--- src/rtl/ball_locator.sv ---
// Ball centroid locator: accumulates eroded-mask pixel count and X/Y sums per frame,
// then divides them serially during blanking. Optional bounding box: BALL_BBOX_EN.
module ball_locator #(
    parameter int unsigned H_ACTIVE = 320,
    parameter int unsigned V_ACTIVE = 240,
    parameter int unsigned MIN_PIX  = 16
) (
    input  logic        PCLK,
    input  logic        RST_N,
    input  logic [11:0] VtcHCnt,
    input  logic [10:0] VtcVCnt,
    input  logic        mask_i,
    output logic [8:0]  ball_x,
    output logic [7:0]  ball_y,
    output logic        ball_found,
    output logic [16:0] pix_count,
    output logic [8:0]  bbox_xmin,
    output logic [8:0]  bbox_xmax,
    output logic [7:0]  bbox_ymin,
    output logic [7:0]  bbox_ymax,
    output logic        frame_done
);

    localparam int unsigned HW      = 12;
    localparam int unsigned VW      = 11;
    localparam int unsigned CW      = 17;
    localparam int unsigned SW      = 24;
    localparam int unsigned XW      = 9;
    localparam int unsigned YW      = 8;
    localparam int unsigned DCW     = 5;
    localparam int unsigned DIV_CYC = 24;

    localparam logic [HW-1:0]  H_LIM    = HW'(H_ACTIVE);
    localparam logic [VW-1:0]  V_LIM    = VW'(V_ACTIVE);
    localparam logic [HW-1:0]  H_LAST   = HW'(H_ACTIVE - 1);
    localparam logic [VW-1:0]  V_LAST   = VW'(V_ACTIVE - 1);
    localparam logic [DCW-1:0] STEP_END = DCW'(DIV_CYC - 1);
    localparam logic [DCW-1:0] MSB_IDX  = DCW'(SW - 1);

    typedef enum logic [2:0] {S_IDLE, S_ACCUM, S_DIV_X, S_DIV_Y, S_PUB} state_t;

    state_t         r_state, w_next;
    logic [HW-1:0]  r_h_d;
    logic [VW-1:0]  r_v_d;
    logic [CW-1:0]  r_count;
    logic [SW-1:0]  r_sum_x, r_sum_y;
    logic [DCW-1:0] r_step;
    logic [CW-1:0]  r_rem;
    logic [XW-1:0]  r_qx;
    logic [YW-1:0]  r_qy;

    logic           w_valid, w_start, w_last, w_hit, w_clear, w_step_end;
    logic [SW-1:0]  w_dividend;
    logic [DCW-1:0] w_bitsel;
    logic [CW:0]    w_trial;
    logic           w_qbit;
    logic [CW-1:0]  w_rem_next;

    // Counters delayed one PCLK to line up with the eroded mask
    always_ff @(posedge PCLK or negedge RST_N) begin
        if (!RST_N) begin
            r_h_d <= '1;
            r_v_d <= '1;
        end else begin
            r_h_d <= VtcHCnt;
            r_v_d <= VtcVCnt;
        end
    end

    assign w_valid    = (r_h_d < H_LIM) && (r_v_d < V_LIM);
    assign w_start    = (r_h_d == '0) && (r_v_d == '0);
    assign w_last     = (r_h_d == H_LAST) && (r_v_d == V_LAST);
    assign w_hit      = w_valid && mask_i;
    assign w_clear    = ((r_state == S_IDLE) || (r_state == S_ACCUM)) && w_start;
    assign w_step_end = (r_step == STEP_END);

    // One restoring-division step per cycle, MSB first; a zero count forces a zero quotient
    assign w_dividend = (r_state == S_DIV_Y) ? r_sum_y : r_sum_x;
    assign w_bitsel   = MSB_IDX - r_step;
    assign w_trial    = {r_rem, w_dividend[w_bitsel]};
    assign w_qbit     = (r_count != '0) && (w_trial >= {1'b0, r_count});
    assign w_rem_next = w_qbit ? CW'(w_trial - {1'b0, r_count}) : CW'(w_trial);

    always_ff @(posedge PCLK or negedge RST_N) begin
        if (!RST_N) r_state <= S_IDLE;
        else        r_state <= w_next;
    end

    always_comb begin
        w_next = r_state;
        case (r_state)
            S_IDLE:  if (w_start) w_next = S_ACCUM;
            S_ACCUM: if (w_last) w_next = S_DIV_X;
            S_DIV_X: if (w_step_end) w_next = S_DIV_Y;
            S_DIV_Y: if (w_step_end) w_next = S_PUB;
            S_PUB:   w_next = S_IDLE;
            default: w_next = S_IDLE;
        endcase
    end

    // Accumulation and serial division datapath
    always_ff @(posedge PCLK or negedge RST_N) begin
        if (!RST_N) begin
            r_count <= '0;
            r_sum_x <= '0;
            r_sum_y <= '0;
            r_step  <= '0;
            r_rem   <= '0;
            r_qx    <= '0;
            r_qy    <= '0;
        end else begin
            if (w_clear) begin
                r_count <= CW'(w_hit);
                r_sum_x <= w_hit ? SW'(r_h_d) : '0;
                r_sum_y <= w_hit ? SW'(r_v_d) : '0;
            end else if ((r_state == S_ACCUM) && w_hit) begin
                r_count <= r_count + CW'(1);
                r_sum_x <= r_sum_x + SW'(r_h_d);
                r_sum_y <= r_sum_y + SW'(r_v_d);
            end
            if ((r_state == S_DIV_X) || (r_state == S_DIV_Y)) begin
                r_step <= w_step_end ? '0 : r_step + DCW'(1);
                r_rem  <= w_step_end ? '0 : w_rem_next;
                if (r_state == S_DIV_X) r_qx <= {r_qx[XW-2:0], w_qbit};
                else                    r_qy <= {r_qy[YW-2:0], w_qbit};
            end else begin
                r_step <= '0;
                r_rem  <= '0;
            end
        end
    end

    // Published results; centroid holds when too few pixels were seen
    always_ff @(posedge PCLK or negedge RST_N) begin
        if (!RST_N) begin
            ball_x     <= '0;
            ball_y     <= '0;
            ball_found <= 1'b0;
            pix_count  <= '0;
            frame_done <= 1'b0;
        end else begin
            frame_done <= (r_state == S_PUB);
            if (r_state == S_PUB) begin
                pix_count  <= r_count;
                ball_found <= (r_count >= CW'(MIN_PIX));
                if (r_count >= CW'(MIN_PIX)) begin
                    ball_x <= r_qx;
                    ball_y <= r_qy;
                end
            end
        end
    end

`ifdef BALL_BBOX_EN
    logic [XW-1:0] r_xmin, r_xmax;
    logic [YW-1:0] r_ymin, r_ymax;

    // Bounding box of mask pixels; min starts all-ones, max starts zero
    always_ff @(posedge PCLK or negedge RST_N) begin
        if (!RST_N) begin
            r_xmin    <= '1;
            r_xmax    <= '0;
            r_ymin    <= '1;
            r_ymax    <= '0;
            bbox_xmin <= '0;
            bbox_xmax <= '0;
            bbox_ymin <= '0;
            bbox_ymax <= '0;
        end else begin
            if (w_clear) begin
                r_xmin <= w_hit ? XW'(r_h_d) : '1;
                r_xmax <= w_hit ? XW'(r_h_d) : '0;
                r_ymin <= w_hit ? YW'(r_v_d) : '1;
                r_ymax <= w_hit ? YW'(r_v_d) : '0;
            end else if ((r_state == S_ACCUM) && w_hit) begin
                if (XW'(r_h_d) < r_xmin) r_xmin <= XW'(r_h_d);
                if (XW'(r_h_d) > r_xmax) r_xmax <= XW'(r_h_d);
                if (YW'(r_v_d) < r_ymin) r_ymin <= YW'(r_v_d);
                if (YW'(r_v_d) > r_ymax) r_ymax <= YW'(r_v_d);
            end
            if ((r_state == S_PUB) && (r_count != '0)) begin
                bbox_xmin <= r_xmin;
                bbox_xmax <= r_xmax;
                bbox_ymin <= r_ymin;
                bbox_ymax <= r_ymax;
            end
        end
    end
`else
    assign bbox_xmin = '0;
    assign bbox_xmax = '0;
    assign bbox_ymin = '0;
    assign bbox_ymax = '0;
`endif

endmodule

--- config.mk ---
export PLATFORM = sky130hd
export DESIGN_NAME = ball_locator
export DESIGN_NICKNAME = d
export VERILOG_FILES = /design/src/rtl/ball_locator.sv
export SDC_FILE = /design/constraint.sdc
export NUM_CORES = 1
export LEC_CHECK = 0
export CORE_MARGIN = 2
export CORE_UTILIZATION = 48
export DETAILED_ROUTE_END_ITERATION = 6
export PLACE_DENSITY = 0.69
export SETUP_SLACK_MARGIN = 0.4
export SLEW_MARGIN = 40
export SYNTH_ARGS = -nofsm -noshare
export SYNTH_HDL_FRONTEND = slang
export SYNTH_SLANG_ARGS = --single-unit
--- constraint.sdc ---
create_clock -name PCLK -period 13.3 [get_ports PCLK]
set_input_delay 2.66 -clock PCLK [delete_from_list [all_inputs] [get_ports PCLK]]
set_output_delay 2.66 -clock PCLK [all_outputs]
set_load 0.005 [all_outputs]
* Word-level counts from Yosys, hierarchy flattened *
Index checks and enable logic that the tools add are counted.

operators by class
  mux-type cells = 21
  div/mod/pow operators = 0
  $lt $le $gt $ge = 5
  $mul = 0
  $add $sub $neg = 6
  equality and inequality tests = 11
  bitwise gates (word level) = 1
  shift-type cells = 0
  reduce and logical (&&, ||, !) cells = 18

operator list
  cell                   number
  $mux 24                5
  $mux 17                5
  $add 24x11->24         1
  $add 24x12->24         1
  $ge 18x17->1           1
  $add 17x1->17 const B  1
  $ge 17x5->1 const B    1
  $reduce_bool 17->1     1
  $sub 17x17->17         1
  $eq 12x9->1 const B    1
  $logic_not 12->1       1
  $lt 12x9->1 const B    1
  $mux 12                1
  $mux 3                 4
  $pmux 3 s4             1
  $eq 11x8->1 const B    1
  $logic_not 11->1       1
  $lt 11x8->1 const B    1
  $mux 11                1
  $mux 5                 2
  $ne 2x2->1 const B     4
  $logic_and 1x1->1      7
  $eq 3x2->1 const B     2
  $lt 5x6->1 const B     1
  other kinds (13)       16

word-level totals
  bits in latches = 0
  ROM bits = 0
  bits in registers = 166
  output and inout bits = 70
  memories = 0
  input port bits = 26
  word-level logic and storage cells = 77
  RAM bits = 0

* Logic depth before layout (Yosys ltp) *
  depth after elaboration = 9
  mapped depth = 19
  mapped depth without buffers = 16

* Worst setup path after synthesis *
Ideal clock, no wire load.

  path kind = register -> register
  start = register r_state[2]
  end = register r_rem[10]
  data arrival time = 4.264 ns
  path slack = 8.904 ns
  clock period less this slack = 4.396 ns
  data required time = 13.168 ns
  cell stages (with the launch flop) = 19
  library setup time = 0.132 ns
  path buffers = 3
  cell sequence = dfrtp_1 > nand2b_1 > or2_1 > buf_2 > buf_4 > mux4_2 > mux4_2 > a311oi_2 > ha_1 > fa_1 > nor2b_1 > o31a_1 > nor2_1 > o2111ai_1 > o2111a_1 > nor2_1 > buf_2 > mux2i_1 > nor2_1

on the way
  cells in the longest elaborated chain, start to end = 9
  elaborated cells on any way between the ends = 12
  those cells by class = 1 x add/sub; 1 x order compare; 2 x eq/ne; 6 x mux; 2 x reduce/logical

RTL lines
  what                          RTL line  RTL
  from (decl)                   42        state_t r_state, w_next;
  from (signal assigned)        86        else r_state <= w_next;
  $eq 3x2->1                    78, 121
  $mux 24                       78        assign w_dividend = (r_state == S_DIV_Y) ? r_sum_y : r_sum_x;
  $bmux 1 s5                    80        assign w_trial = {r_rem, w_dividend[w_bitsel]};
  $mux 1 (implied by the code)  80
  $ge 18x17->1                  81        assign w_qbit = (r_count != '0) && (w_trial >= {1'b0, r_count});
  $logic_and 1x1->1             81
  $mux 17                       82        assign w_rem_next = w_qbit ? CW'(w_trial - {1'b0, r_count}) : CW'(w_trial);
  $mux 17                       123       r_rem <= w_step_end ? '0 : w_rem_next;
  $mux 17 *                     121       if ((r_state == S_DIV_X) || (r_state == S_DIV_Y)) begin
  to (signal assigned)          123
  to (decl)                     48        logic [CW-1:0] r_rem;

Every way passes the cells marked *; elsewhere a longest branch is shown, timed or not. The select of a mux whose other input is x is not followed.
A chain may end at the register's enable or synchronous reset.

* Worst setup path after layout *
  start = register r_state[2]
  end = register r_rem[9]

Same word-level chain as after synthesis.

==> impl_metrics.env <==
export IMPL_power_density_mw_per_mm2=98.9
export IMPL_clock_sinks=166
export IMPL_postCtsSetupBuffers=0
export IMPL_wl_per_cell_um=16.9
export IMPL_total_power_w=0.00103
export IMPL_max_vdd_ir_drop_mv=0.0861
export IMPL_dieHeight_um=141
export IMPL_outcome="complete, no violations"
export IMPL_wl_um=19700
export IMPL_hpwl_um=13700
export IMPL_setup_viol_count_final=0
export IMPL_initial_core_util=0.487
export IMPL_final_nets=996
export IMPL_cts_tree="built"
export IMPL_grt_overflow_total=0
export IMPL_worst_path_buf_inv=1
export IMPL_ff2ff_setup_slack_ns=7.82
export IMPL_drv_cap=0
export IMPL_root_buffer="clkbuf_16"
export IMPL_fin_hold_ws_ns=0.502
export IMPL_n_antenna_cell=0
export IMPL_cts_buffers=17
export IMPL_dieArea_mm2=0.0200
export IMPL_antenna_found_initial=0
export IMPL_ff_latch_area_mm2=0.00418
export IMPL_dr_pass1_iters=6
export IMPL_ctsResizeCount=0
export IMPL_grt_pass1_wl_um=33200
export IMPL_syn_cell_area_mm2=0.00906
export IMPL_yosysWarnings=0
export IMPL_slowest_delay_ns=0.55
export IMPL_dr_total_vias=6549
export IMPL_die_width_um=141
export IMPL_post_route_min_period_ns=5.48
export IMPL_finalHoldViolCount=0
export IMPL_slew_headroom=0.466
export IMPL_grt_usage=0.209
export IMPL_tightest_slew_ns=0.793
export IMPL_slew_violations=0
export IMPL_tns_ns=0
export IMPL_multi_input_area_mm2=0.00453
export IMPL_synth_seq_area_share=0.462
export IMPL_leakage_nw=4.80
export IMPL_path_cells="nand2b_1, or2_1, buf_4, mux4_2, mux4_2, a311oi_2, ha_1, fa_1, nor2b_1, o31a_1, nor2_1, o2111ai_1, o2111a_1, nor2_4, mux2i_1, nor2_1"
export IMPL_syn_to_final_growth_pct=14.6
export IMPL_endpoint_kind="flop"
export IMPL_clk_latency_ns=0.44
export IMPL_hp_class="flop to flop"
export IMPL_synth_top_flop_cell="dfrtp_1"
export IMPL_ioPinCount=96
export IMPL_htreeDepth=4
export IMPL_cp_slowest_cell="nor2_4"
export IMPL_path_max_fanout=22
export IMPL_synth_edf_count=0
export IMPL_fp_row_count=50
export IMPL_ys_seq_elements=166
export IMPL_syn_inst=866
export IMPL_path_class="flop to flop"
export IMPL_cp_start_kind="flop"
export IMPL_clkTransAtPathRegs_ns=0.07
export IMPL_fin_skew_ns=0.0154
export IMPL_max_freq_ghz=0.182
export IMPL_fin_crit_sh=0.412
export IMPL_critical_path_arrival_ns=5.78
export IMPL_clk_path_buf_depth=2
export IMPL_postSynth_asyncResetShare=1.00
export IMPL_via_per_inst=5.60
export IMPL_mostFrequentLayoutCells="143 x dfrtp_1, 88 x nor2_1, 63 x nand2_1"
export IMPL_cp_required_ns=13.60
export IMPL_final_area_mm2=0.0104
export IMPL_grt_max_degree=95
export IMPL_fp_coreArea_mm2=0.0186
export IMPL_drc_errors=0
export IMPL_synthDistinctLibCells=60
export IMPL_syn_area_per_cell_um2=10.5
export IMPL_port_buffers=61
export IMPL_critPathTopFamily="simple AND/OR/NAND/NOR gates"
export IMPL_rsz0062_at_grt="no"
export IMPL_mostFrequentLayoutCell="dfrtp_1"
export IMPL_holdBufCountCts=0
export IMPL_drive_gt1_frac=0.141
export IMPL_finish_utilization=0.559
export IMPL_initialDrtViolationCount=490
export IMPL_num_fill_cells=1612
export IMPL_first_global_vias=6650
export IMPL_placed_area_mm2=0.00981
export IMPL_ant_nets=0
export IMPL_gp_congestion=0.893
## power breakdown
group / switching, W / leakage [nW] / internal [W] / total (W)
clock: 0.000217 / 0.274 / 0.000262 / 0.000479
sequential: 0.00000408 / 2.20 / 0.000511 / 0.000516
combinational: 0.0000194 / 2.32 / 0.0000123 / 0.0000317
total: 0.000241 / 4.80 / 0.000786 / 0.00103
## worst register-to-register path: stages (launching register included)
cell and delay [ns]:
dfrtp_1 0.45, nand2b_1 0.25, or2_1 0.39, buf_4 0.33, mux4_2 0.54, mux4_2 0.50, a311oi_2 0.36, ha_1 0.26
fa_1 0.23, nor2b_1 0.07, o31a_1 0.25, nor2_1 0.14, o2111ai_1 0.27, o2111a_1 0.43, nor2_4 0.55, mux2i_1 0.28
nor2_1 0.06
## sequential cells by signal, summed over array words and instances (netlist names), 5 cells and up
signal / count
r_step: 5
ball_x: 9
ball_y: 8
r_sum_y: 24
r_h_d: 12
r_sum_x: 24
r_rem: 17
r_count: 17
r_qx: 9
r_v_d: 11
r_qy: 8
pix_count: 17
## stage by stage
stage / setup WS, ns / instances
2_1_floorplan: 8.90 / 899
3_3_place_gp: 7.70 / 1138
3_5_place_dp: 7.81 / 1138
4_1_cts: 7.76 / 1169
5_1_grt: 7.48 / 1169
6_report: 7.82 / 1169
## cells in the mapped netlist, drive strengths merged, types with 3 or more instances
| cell type | instances | area (µm²) |
|---|---|---|
| o31ai | 3 | 22.5 |
| nor4 | 11 | 81.3 |
| o21bai | 3 | 22.5 |
| mux2i | 9 | 90.1 |
| mux4 | 13 | 293 |
| a311oi | 3 | 32.5 |
| xor2 | 25 | 219 |
| a21o | 13 | 97.6 |
| a31oi | 8 | 50.1 |
| a41oi | 3 | 26.3 |
| or3 | 3 | 18.8 |
| buf | 45 | 303 |
| and2 | 6 | 37.5 |
| o211ai | 6 | 45.0 |
| and3 | 7 | 43.8 |
| o2111ai | 5 | 43.8 |
| a211oi | 4 | 30.0 |
| nor3b | 3 | 22.5 |
| nor3 | 19 | 95.1 |
| dfrtp | 143 | 3580 |
| a21oi | 47 | 235 |
| clkbuf | 18 | 67.6 |
| nand4 | 9 | 56.3 |
| nand2 | 63 | 236 |
| xnor2 | 43 | 377 |
| nor2 | 90 | 338 |
| mux2 | 49 | 552 |
| nand2b | 5 | 31.3 |
| ha | 44 | 551 |
| o21a | 8 | 60.1 |
| nand3 | 28 | 140 |
| fa | 3 | 60.1 |
| nor2b | 10 | 62.6 |
| a22o | 3 | 26.3 |
| o21ai | 28 | 140 |
| inv | 36 | 135 |
| dfstp | 23 | 604 |
| nand3b | 3 | 22.5 |
## path summary, 6_finish.rpt
check                                start         end  cells after the start
worst max-delay path            r_state[2]    r_rem[9]                     16
worst min-delay path             ball_x[4]   ball_x[4]                      1
worst max register to register  r_state[2]    r_rem[9]                     16
worst min register to register   ball_x[4]   ball_x[4]                      1
max in group asynchronous            RST_N  r_state[2]                      2
min in group asynchronous            RST_N  r_count[8]                      1
## layer usage
metal / vias up / share of wire / global-route usage
met5: - / 0 / 0
met4: 0 / 0.025 / 0.0795
met3: 43 / 0.041 / 0.0408
met2: 173 / 0.48 / 0.345
met1: 3215 / 0.45 / 0.275
li1: 3118 / - / -
## final cells by class
cell class	instances	area share
multi-input cells	634	0.436
inverters	36	0.0130
repair buffers	68	0.0647
clock inverters	14	0.0135
well taps	234	0.0282
flip-flops and latches	166	0.403
clock buffers	17	0.0410
## logic make-up after synthesis
logic type / synth area share
AND/OR/NAND/NOR: 0.137
XOR/XNOR: 0.0658
buffers and inverters: 0.0558
other: 0.000414
flip-flops: 0.462
AO/OA/AOI/OAI: 0.108
adder cells (fa/ha/maj): 0.0674
multiplexers: 0.103
Power figures use the tool's default switching activity.
